**config.mk**
```make
export PLATFORM = sky130hd
export DESIGN_NAME = pintar_matriz_scan_flat
export DESIGN_NICKNAME = d
export VERILOG_FILES = /design/src/rtl/pintar_pkg.sv /design/src/rtl/pintar_matriz_scan_if.sv /design/src/rtl/pintar_scan_timer.sv /design/src/rtl/pintar_matriz_scan.sv /design/src/flat_wrapper.sv
export SDC_FILE = /design/constraint.sdc
export NUM_CORES = 1
export LEC_CHECK = 0
export ABC_AREA = 0
export BUFFER_PORTS_ARGS = -buffer_cell sky130_fd_sc_hd__buf_2
export CAP_MARGIN = 0
export CORE_MARGIN = 2
export CORE_UTILIZATION = 45
export CTS_BUF_LIST = sky130_fd_sc_hd__clkbuf_4 sky130_fd_sc_hd__clkbuf_8
export DETAILED_ROUTE_END_ITERATION = 7
export HOLD_SLACK_MARGIN = 0.06
export PLACE_DENSITY = 0.81
export SYNTH_ARGS = -nofsm -noshare
export SYNTH_HDL_FRONTEND = slang
export SYNTH_SLANG_ARGS = --single-unit
export TNS_END_PERCENT = 30
```
**constraint.sdc**
```tcl
create_clock -name PINTAR_CLOCK -period 6.1 [get_ports PINTAR_CLOCK]
set_input_delay 1.525 -clock PINTAR_CLOCK [delete_from_list [all_inputs] [get_ports PINTAR_CLOCK]]
set_output_delay 1.525 -clock PINTAR_CLOCK [all_outputs]
set_load 0.005 [all_outputs]
```
**src/rtl/pintar_pkg.sv**
```systemverilog
// Shared menu-state codes and frame helpers for the matrix painter.
// The game-logic FSM and the scan painter agree on these encodings.
package pintar_pkg;

    localparam int ESTADO_W  = 3;
    localparam int MAX_BUS_W = 4096;
    localparam int MAX_COLS  = 64;

    typedef enum logic [ESTADO_W-1:0] {
        Inicio      = 3'b000,
        Seleccion1  = 3'b001,
        Seleccion2  = 3'b010,
        Seleccion3  = 3'b011,
        Seleccion4  = 3'b100,
        GanarJuego  = 3'b101,
        PerderJuego = 3'b110,
        Juego       = 3'b111
    } estado_e;

    // Row r of a row-major packed frame; callers size-cast the result to COLS.
    function automatic logic [MAX_COLS-1:0] get_row(input logic [MAX_BUS_W-1:0] bus,
                                                    input int unsigned r,
                                                    input int unsigned cols);
        return MAX_COLS'(bus >> (r * cols)) & ((MAX_COLS'(1) << cols) - MAX_COLS'(1));
    endfunction

endpackage

```
**src/rtl/pintar_matriz_scan_if.sv**
```systemverilog
// Layer inputs and LED-matrix outputs of the scan painter, grouped as one bus.
// Game logic drives through master; the painter attaches as slave.
interface pintar_matriz_scan_if
    import pintar_pkg::*;
#(
    parameter int ROWS  = 8,
    parameter int COLS  = 8,
    parameter int EST_W = ESTADO_W
);
    logic [ROWS*COLS-1:0] PINTAR_RANA_IN;
    logic [ROWS*COLS-1:0] PINTAR_VEHICULOS_IN;
    logic [ROWS*COLS-1:0] PINTAR_MENU_IN;
    logic [EST_W-1:0]     PINTAR_ESTADO_IN;
    logic                 PINTAR_BLINK_EN_IN;
    logic [ROWS-1:0]      PINTAR_ROW_OUT;
    logic [COLS-1:0]      PINTAR_COL_OUT;
    logic                 PINTAR_FRAME_OUT;
    logic                 PINTAR_COLISION_OUT;

    modport master (
        output PINTAR_RANA_IN, PINTAR_VEHICULOS_IN, PINTAR_MENU_IN,
               PINTAR_ESTADO_IN, PINTAR_BLINK_EN_IN,
        input  PINTAR_ROW_OUT, PINTAR_COL_OUT, PINTAR_FRAME_OUT, PINTAR_COLISION_OUT
    );

    modport slave (
        input  PINTAR_RANA_IN, PINTAR_VEHICULOS_IN, PINTAR_MENU_IN,
               PINTAR_ESTADO_IN, PINTAR_BLINK_EN_IN,
        output PINTAR_ROW_OUT, PINTAR_COL_OUT, PINTAR_FRAME_OUT, PINTAR_COLISION_OUT
    );
endinterface

```
**src/rtl/pintar_scan_timer.sv**
```systemverilog
// Row-hold and row-index counters for the matrix scan; flags row advance
// and frame wrap. Starts on the last row so the first advance is a wrap.
module pintar_scan_timer #(
    parameter int ROWS     = 8,
    parameter int ROW_HOLD = 1024,
    localparam int RW      = (ROWS > 1) ? $clog2(ROWS) : 1,
    localparam int HW      = (ROW_HOLD > 1) ? $clog2(ROW_HOLD) : 1
) (
    input  logic          clk,
    input  logic          rst_n,
    output logic          advance,
    output logic          wrap,
    output logic [RW-1:0] row_idx,
    output logic [RW-1:0] row_nxt
);
    logic [HW-1:0] hold_cnt;

    assign advance = (hold_cnt == HW'(ROW_HOLD - 1));
    assign wrap    = advance && (row_idx == RW'(ROWS - 1));
    assign row_nxt = (row_idx == RW'(ROWS - 1)) ? '0 : row_idx + RW'(1);

    // NOTE: sequential state uses non-blocking assignments so every register
    // samples pre-edge values regardless of statement order.
    always_ff @(posedge clk or negedge rst_n) begin
        if (!rst_n) begin
            hold_cnt <= '0;
            row_idx  <= RW'(ROWS - 1);
        end else if (advance) begin
            hold_cnt <= '0;
            row_idx  <= row_nxt;
        end else begin
            hold_cnt <= hold_cnt + HW'(1);
        end
    end
endmodule

```
**src/rtl/pintar_matriz_scan.sv**
```systemverilog
// Composes frog, vehicle and menu layers into a double-buffered frame and
// row-scans it to the LED matrix, with frog blinking and frame-synchronous collision.
module pintar_matriz_scan
    import pintar_pkg::get_row;
    import pintar_pkg::MAX_BUS_W;
#(
    parameter int                  ROWS         = 8,
    parameter int                  COLS         = 8,
    parameter int                  ROW_HOLD     = 1024,
    parameter int                  BLINK_FRAMES = 16,
    parameter int                  ESTADO_W     = 3,
    parameter logic [ESTADO_W-1:0] JUEGO        = 3'b111,
    localparam int                 RW           = (ROWS > 1) ? $clog2(ROWS) : 1,
    localparam int                 BW           = (BLINK_FRAMES > 1) ? $clog2(BLINK_FRAMES) : 1
) (
    input logic                PINTAR_CLOCK,
    input logic                PINTAR_RESET,
    pintar_matriz_scan_if.slave bus
);
    typedef logic [ROWS-1:0][COLS-1:0] frame_t;

    logic          advance, wrap;
    logic [RW-1:0] row_idx, row_nxt;

    frame_t          rana_f, veh_f, menu_f, composed, shadow;
    logic            juego, frog_vis, hit;
    logic [BW-1:0]   blink_cnt;
    logic            blink_phase;
    logic [ROWS-1:0] row_out;
    logic [COLS-1:0] col_out;
    logic            frame_out, colision;

    pintar_scan_timer #(.ROWS(ROWS), .ROW_HOLD(ROW_HOLD)) u_timer (
        .clk     (PINTAR_CLOCK),
        .rst_n   (PINTAR_RESET),
        .advance (advance),
        .wrap    (wrap),
        .row_idx (row_idx),
        .row_nxt (row_nxt)
    );

    assign juego    = (bus.PINTAR_ESTADO_IN == JUEGO);
    assign frog_vis = !bus.PINTAR_BLINK_EN_IN || blink_phase;

    // Vehicles exist only in the lanes; first and last rows are safe zones.
    // The collision term uses the unmasked frog so a blinked-out frog still dies.
    always_comb begin
        rana_f   = '0;
        veh_f    = '0;
        menu_f   = '0;
        composed = '0;
        hit      = 1'b0;
        for (int r = 0; r < ROWS; r++) begin
            rana_f[r] = COLS'(get_row(MAX_BUS_W'(bus.PINTAR_RANA_IN), r, COLS));
            menu_f[r] = COLS'(get_row(MAX_BUS_W'(bus.PINTAR_MENU_IN), r, COLS));
            if (r > 0 && r < ROWS - 1)
                veh_f[r] = COLS'(get_row(MAX_BUS_W'(bus.PINTAR_VEHICULOS_IN), r, COLS));
            composed[r] = juego ? ((rana_f[r] & {COLS{frog_vis}}) | veh_f[r]) : menu_f[r];
            hit         = hit | (|(rana_f[r] & veh_f[r]));
        end
    end

    // NOTE: shadow is a flop bank, not a RAM, so it can and does clear on
    // reset; a RAM-backed buffer could not be reset this way.
    always_ff @(posedge PINTAR_CLOCK or negedge PINTAR_RESET) begin
        if (!PINTAR_RESET) begin
            shadow      <= '0;
            blink_cnt   <= '0;
            blink_phase <= 1'b1;
            row_out     <= '0;
            col_out     <= '0;
            frame_out   <= 1'b0;
            colision    <= 1'b0;
        end else begin
            frame_out <= wrap;
            if (wrap) begin
                shadow   <= composed;
                colision <= juego && hit;
                if (blink_cnt == BW'(BLINK_FRAMES - 1)) begin
                    blink_cnt   <= '0;
                    blink_phase <= ~blink_phase;
                end else begin
                    blink_cnt <= blink_cnt + BW'(1);
                end
            end
            // On wrap the fresh composition goes straight out, skipping the stale shadow.
            if (advance) begin
                row_out <= ROWS'(1) << row_nxt;
                col_out <= wrap ? composed[0] : shadow[row_nxt];
            end
        end
    end

    assign bus.PINTAR_ROW_OUT      = row_out;
    assign bus.PINTAR_COL_OUT      = col_out;
    assign bus.PINTAR_FRAME_OUT    = frame_out;
    assign bus.PINTAR_COLISION_OUT = colision;
endmodule

```
**src/flat_wrapper.sv**
```systemverilog
// flat-port wrapper written by rule: the top's interface ports become plain ports
module pintar_matriz_scan_flat import pintar_pkg::get_row; import pintar_pkg::MAX_BUS_W; import pintar_pkg::*;
#(
    parameter int                  ROWS         = 8,
    parameter int                  COLS         = 8,
    parameter int                  ROW_HOLD     = 1024,
    parameter int                  BLINK_FRAMES = 16,
    parameter int                  ESTADO_W     = 3,
    parameter logic [ESTADO_W-1:0] JUEGO        = 3'b111,
    localparam int                 RW           = (ROWS > 1) ? $clog2(ROWS) : 1,
    localparam int                 BW           = (BLINK_FRAMES > 1) ? $clog2(BLINK_FRAMES) : 1
)
  (PINTAR_CLOCK, PINTAR_RESET, bus_PINTAR_RANA_IN, bus_PINTAR_VEHICULOS_IN, bus_PINTAR_MENU_IN, bus_PINTAR_ESTADO_IN, bus_PINTAR_BLINK_EN_IN, bus_PINTAR_ROW_OUT, bus_PINTAR_COL_OUT, bus_PINTAR_FRAME_OUT, bus_PINTAR_COLISION_OUT);
  pintar_matriz_scan_if #(.ROWS(ROWS), .COLS(COLS), .EST_W(3)) bus_i ();
  input logic PINTAR_CLOCK;
  input logic PINTAR_RESET;
  input wire logic [$bits(bus_i.PINTAR_RANA_IN)-1:0] bus_PINTAR_RANA_IN;
  input wire logic [$bits(bus_i.PINTAR_VEHICULOS_IN)-1:0] bus_PINTAR_VEHICULOS_IN;
  input wire logic [$bits(bus_i.PINTAR_MENU_IN)-1:0] bus_PINTAR_MENU_IN;
  input wire logic [$bits(bus_i.PINTAR_ESTADO_IN)-1:0] bus_PINTAR_ESTADO_IN;
  input wire logic [$bits(bus_i.PINTAR_BLINK_EN_IN)-1:0] bus_PINTAR_BLINK_EN_IN;
  output wire logic [$bits(bus_i.PINTAR_ROW_OUT)-1:0] bus_PINTAR_ROW_OUT;
  output wire logic [$bits(bus_i.PINTAR_COL_OUT)-1:0] bus_PINTAR_COL_OUT;
  output wire logic [$bits(bus_i.PINTAR_FRAME_OUT)-1:0] bus_PINTAR_FRAME_OUT;
  output wire logic [$bits(bus_i.PINTAR_COLISION_OUT)-1:0] bus_PINTAR_COLISION_OUT;
  assign bus_i.PINTAR_RANA_IN = bus_PINTAR_RANA_IN;
  assign bus_i.PINTAR_VEHICULOS_IN = bus_PINTAR_VEHICULOS_IN;
  assign bus_i.PINTAR_MENU_IN = bus_PINTAR_MENU_IN;
  assign bus_i.PINTAR_ESTADO_IN = bus_PINTAR_ESTADO_IN;
  assign bus_i.PINTAR_BLINK_EN_IN = bus_PINTAR_BLINK_EN_IN;
  assign bus_PINTAR_ROW_OUT = bus_i.PINTAR_ROW_OUT;
  assign bus_PINTAR_COL_OUT = bus_i.PINTAR_COL_OUT;
  assign bus_PINTAR_FRAME_OUT = bus_i.PINTAR_FRAME_OUT;
  assign bus_PINTAR_COLISION_OUT = bus_i.PINTAR_COLISION_OUT;
  pintar_matriz_scan #(.ROWS(ROWS), .COLS(COLS), .ROW_HOLD(ROW_HOLD), .BLINK_FRAMES(BLINK_FRAMES), .ESTADO_W(ESTADO_W), .JUEGO(JUEGO)) u_core (.PINTAR_CLOCK(PINTAR_CLOCK), .PINTAR_RESET(PINTAR_RESET), .bus(bus_i));
endmodule
```
==> metrics.md <==
| Metric | Value |
|---|---|
| Status | complete, no violations |
| Synth top area share | 0.430 |
| CTS buffer count | 9 |
| Die area | 13,300 um^2 |
| Peak VDD IR | 0.133 mV |
| Seq/Total Area, Yosys | 0.449 |
| Seq cells post-synth | 100 |
| Yosys warning total | 0 |
| Final net count | 995 |
| Unique masters post-synth | 40 |
| I/O Buffers | 199 |
| Kind of critical path | in -> reg |
| Most numerous cell in the Yosys netlist | a21oi_1 |
| FMAX | 0.306 GHz |
| Avg WL per Cell | 17.9 um |
| Number of global-route vias before repair | roughly 5k |
| # IOs | 216 |
| Hold Fails Final Rpt | 0 |
| Total track usage | 0.261 |
| Htree depth | 3 |
| Post-CTS setup buffers | 0 |
| Ys flop type | dfrtp_1 |
| DRC | 0 |
| Worst r2r src | u_core.u_timer.row_idx[0] |
| Clock transition at path regs | 0.09 ns |
| Detailed Route WL | between 15 and 20 mm |
| Core Footprint | 12,100 um^2 |
| First-pass GRT wire length | 26.1 mm |
| Area Overhead vs Synth | 22.2% |
| Max-slew headroom | 0.296 |
| Clock Path Buffers | 2 |
| Largest net degree at the start of global routing | 113 |
| Post-synth EDFFs | 0 |
| HP Start | u_core.bus.PINTAR_ROW_OUT[2] |
| PwrDens | roughly 190 nW/um^2 |
| Worst-Margin Slew | between 1 and 1.5 ns |
| GPL Wtd Cong | 0.973 |
| CTS tree | yes |
| Post-CTS Hold Fix Bufs | 0 |
| Syn Nets | ~830 |
| Worst skew pair latency | 0.37 ns |
| Post-CTS Resized | 0 |
| First DRT Iteration DRCs | roughly 410 |
| Maxcap violations | 0 |
| GR Overflow Total | 0 |
| Pleak | 3.22 nW |
| CP endpoint kind | flip-flop |
| Post-route clock period utilization | 0.535 |
| Mapped cell area | 5580 um^2 |
| R2R Setup Slk | 3.19 ns |
| RSZ-0062 raised after global routing | false |
| Required @ worst endpoint | 6.41 ns |
| Leading area contributor after synthesis | dfrtp_1 |
| WP data arrival | 3.57 ns |
| Vias/cell | 5.54 |
| Post-route ant nets | 0 |
| Critical path startpoint category | primary input |
| Total power | around 1.3 mW |
| Die width | 115 um |
| Async SR Flop Fraction | 1.00 |
| Clock sink count | 100 |
| Critical-path top delay cell | buf_4 |
| Starting density of the core | 0.463 |
| DRT Pass-1 Iters | 6 |
| Reg2Reg Depth | 7 |
| Chip height | 115 um |
| CTS root buf | clkbuf_8 |
| Total number of vias | 5,349 |
| Final setup vio count | 0 |
| FILL cells | about 1.1k |
| Crit path cell chain | buf_2, nand3_4, buf_4, a21oi_1, a2111oi_0, a21o_1 |
| Fin crit period | between 3 and 4 ns |
| Final Skew | 0.0110 ns |
| Multi-input logic area | about 2800 um^2 |
| Row count | 40 |
| Ranking of synthesized cells by area | dfrtp_1 43%, a21oi_1 9.9%, mux4_2 6.0% |
| Layout cell share with drive strength beyond 1 | 0.322 |
| Reg area | 2510 um^2 |
| Hold Path End | u_core.bus.PINTAR_ROW_OUT[2] |
| HP Class | reg -> reg |
| Pins Over Slew Limit | 0 |
| Crit Reg-Reg Endpoint | u_core.bus.PINTAR_COL_OUT[7] |
| Min-Delay Path Depth | 2 |
| Crit Path Max Fanout | 112 |
| Crit path largest cell delay | about 0.76 ns |
| Initial antenna violation count | 4 |
| Synth cell count leaders | 111 x a21oi_1, 96 x dfrtp_1, 82 x nand2_1 |
| Post-synthesis instance total | 621 |
| Mapped Avg Cell Area | 8.99 um^2 |
| Dpl hpwl | ~13 mm |
| Setup TNS after final layout | 0 ns |
==> worst max-delay path, delay by kind of cell <==
family,cells,cell delay [ns]
AND/OR/NAND/NOR,1,0.07
AO/OA/AOI/OAI,3,1.09
buffers and inverters,2,0.88
==> per-stage QoR <==
step | hold WS (ns) | cells | instance area [um^2] | util | setup WS [ns]
global placement | 0.445 | 946 | 6590 | 0.546 | 2.59
finish | 0.465 | 966 | 6820 | 0.566 | 2.84
floorplan | 0.442 | 621 | 5580 | - | 3.41
global route | 0.500 | 966 | 6820 | 0.566 | 2.74
detailed placement | 0.451 | 946 | 6590 | 0.546 | 2.46
CTS | 0.472 | 962 | 6810 | 0.565 | 2.88
==> worst max-delay path by stage <==
stage / to / slack (ns) / start / cells after the start
global placement: u_core.bus.PINTAR_COL_OUT[7] / 2.59 / bus_PINTAR_ESTADO_IN[2] / 6
finish: u_core.bus.PINTAR_COL_OUT[7] / 2.84 / bus_PINTAR_ESTADO_IN[2] / 6
CTS: u_core.bus.PINTAR_COL_OUT[7] / 2.88 / bus_PINTAR_ESTADO_IN[2] / 6
detailed placement: u_core.bus.PINTAR_COL_OUT[7] / 2.46 / bus_PINTAR_ESTADO_IN[2] / 6
floorplan: u_core.bus.PINTAR_COL_OUT[6] / 3.41 / bus_PINTAR_ESTADO_IN[2] / 7
global route: u_core.bus.PINTAR_COL_OUT[7] / 2.74 / bus_PINTAR_ESTADO_IN[2] / 6
==> registers in the layout, summed over array words and instances (netlist names) <==
signal,cells
u_core.blink_phase,1
u_core.bus.PINTAR_COLISION_OUT,1
u_core.bus.PINTAR_ROW_OUT,8
u_core.bus.PINTAR_COL_OUT,8
u_core.shadow,64
u_core.u_timer.row_idx,3
u_core.u_timer.hold_cnt,10
u_core.bus.PINTAR_FRAME_OUT,1
u_core.blink_cnt,4
==> kinds of logic (layout without fill, tap and decap cells) <==
family                     Yosys count  in the layout  synth area share
and+or+nand+nor                    213            213             0.168
AOI/OAI and AO/OA                  222            222             0.236
muxes                               16             16            0.0652
xor gates and xnor gates             9              9            0.0141
other                                0              4                 0
buffers and inverters               53            226            0.0497
adders and majority gates            8              8            0.0179
DFF                                100            100             0.449
==> where the power goes <==
group          internal (mW)  switching (mW)
registers              0.662               0
clock network          0.242           0.236
logic                 0.0697          0.0880
==> routing by layer <==
layer  routed length, um  part of all wire  global-route usage
met5                   0                 0                   0
met4                 504             0.029              0.0932
met2                8250              0.48               0.431
met3                1270             0.073              0.0448
met1                7270              0.42               0.348
==> cell type report <==
cell class,count,share of cell area
Clock buffer,10,0.0202
Sequential cell,100,0.367
Tap cell,168,0.0308
Timing Repair Buffer,204,0.152
Inverter,6,0.00330
Antenna cell,4,0.00147
Clock inverter,6,0.0127
Multi-Input combinational cell,468,0.412
==> cell usage in the layout, fill, tap and decap left out, types with 9 or more instances in the layout <==
cell and instances:
buf_2 198, a21oi_1 111, dfrtp_1 96, nand2_1 82, nor2_1 80, o21ai_0 56
mux4_2 15, nand3_1 14, a22o_1 12, a221oi_1 12, clkbuf_8 10, and3_1 9
a21o_1 9
No activity file was read; power rests on OpenSTA's default activity.
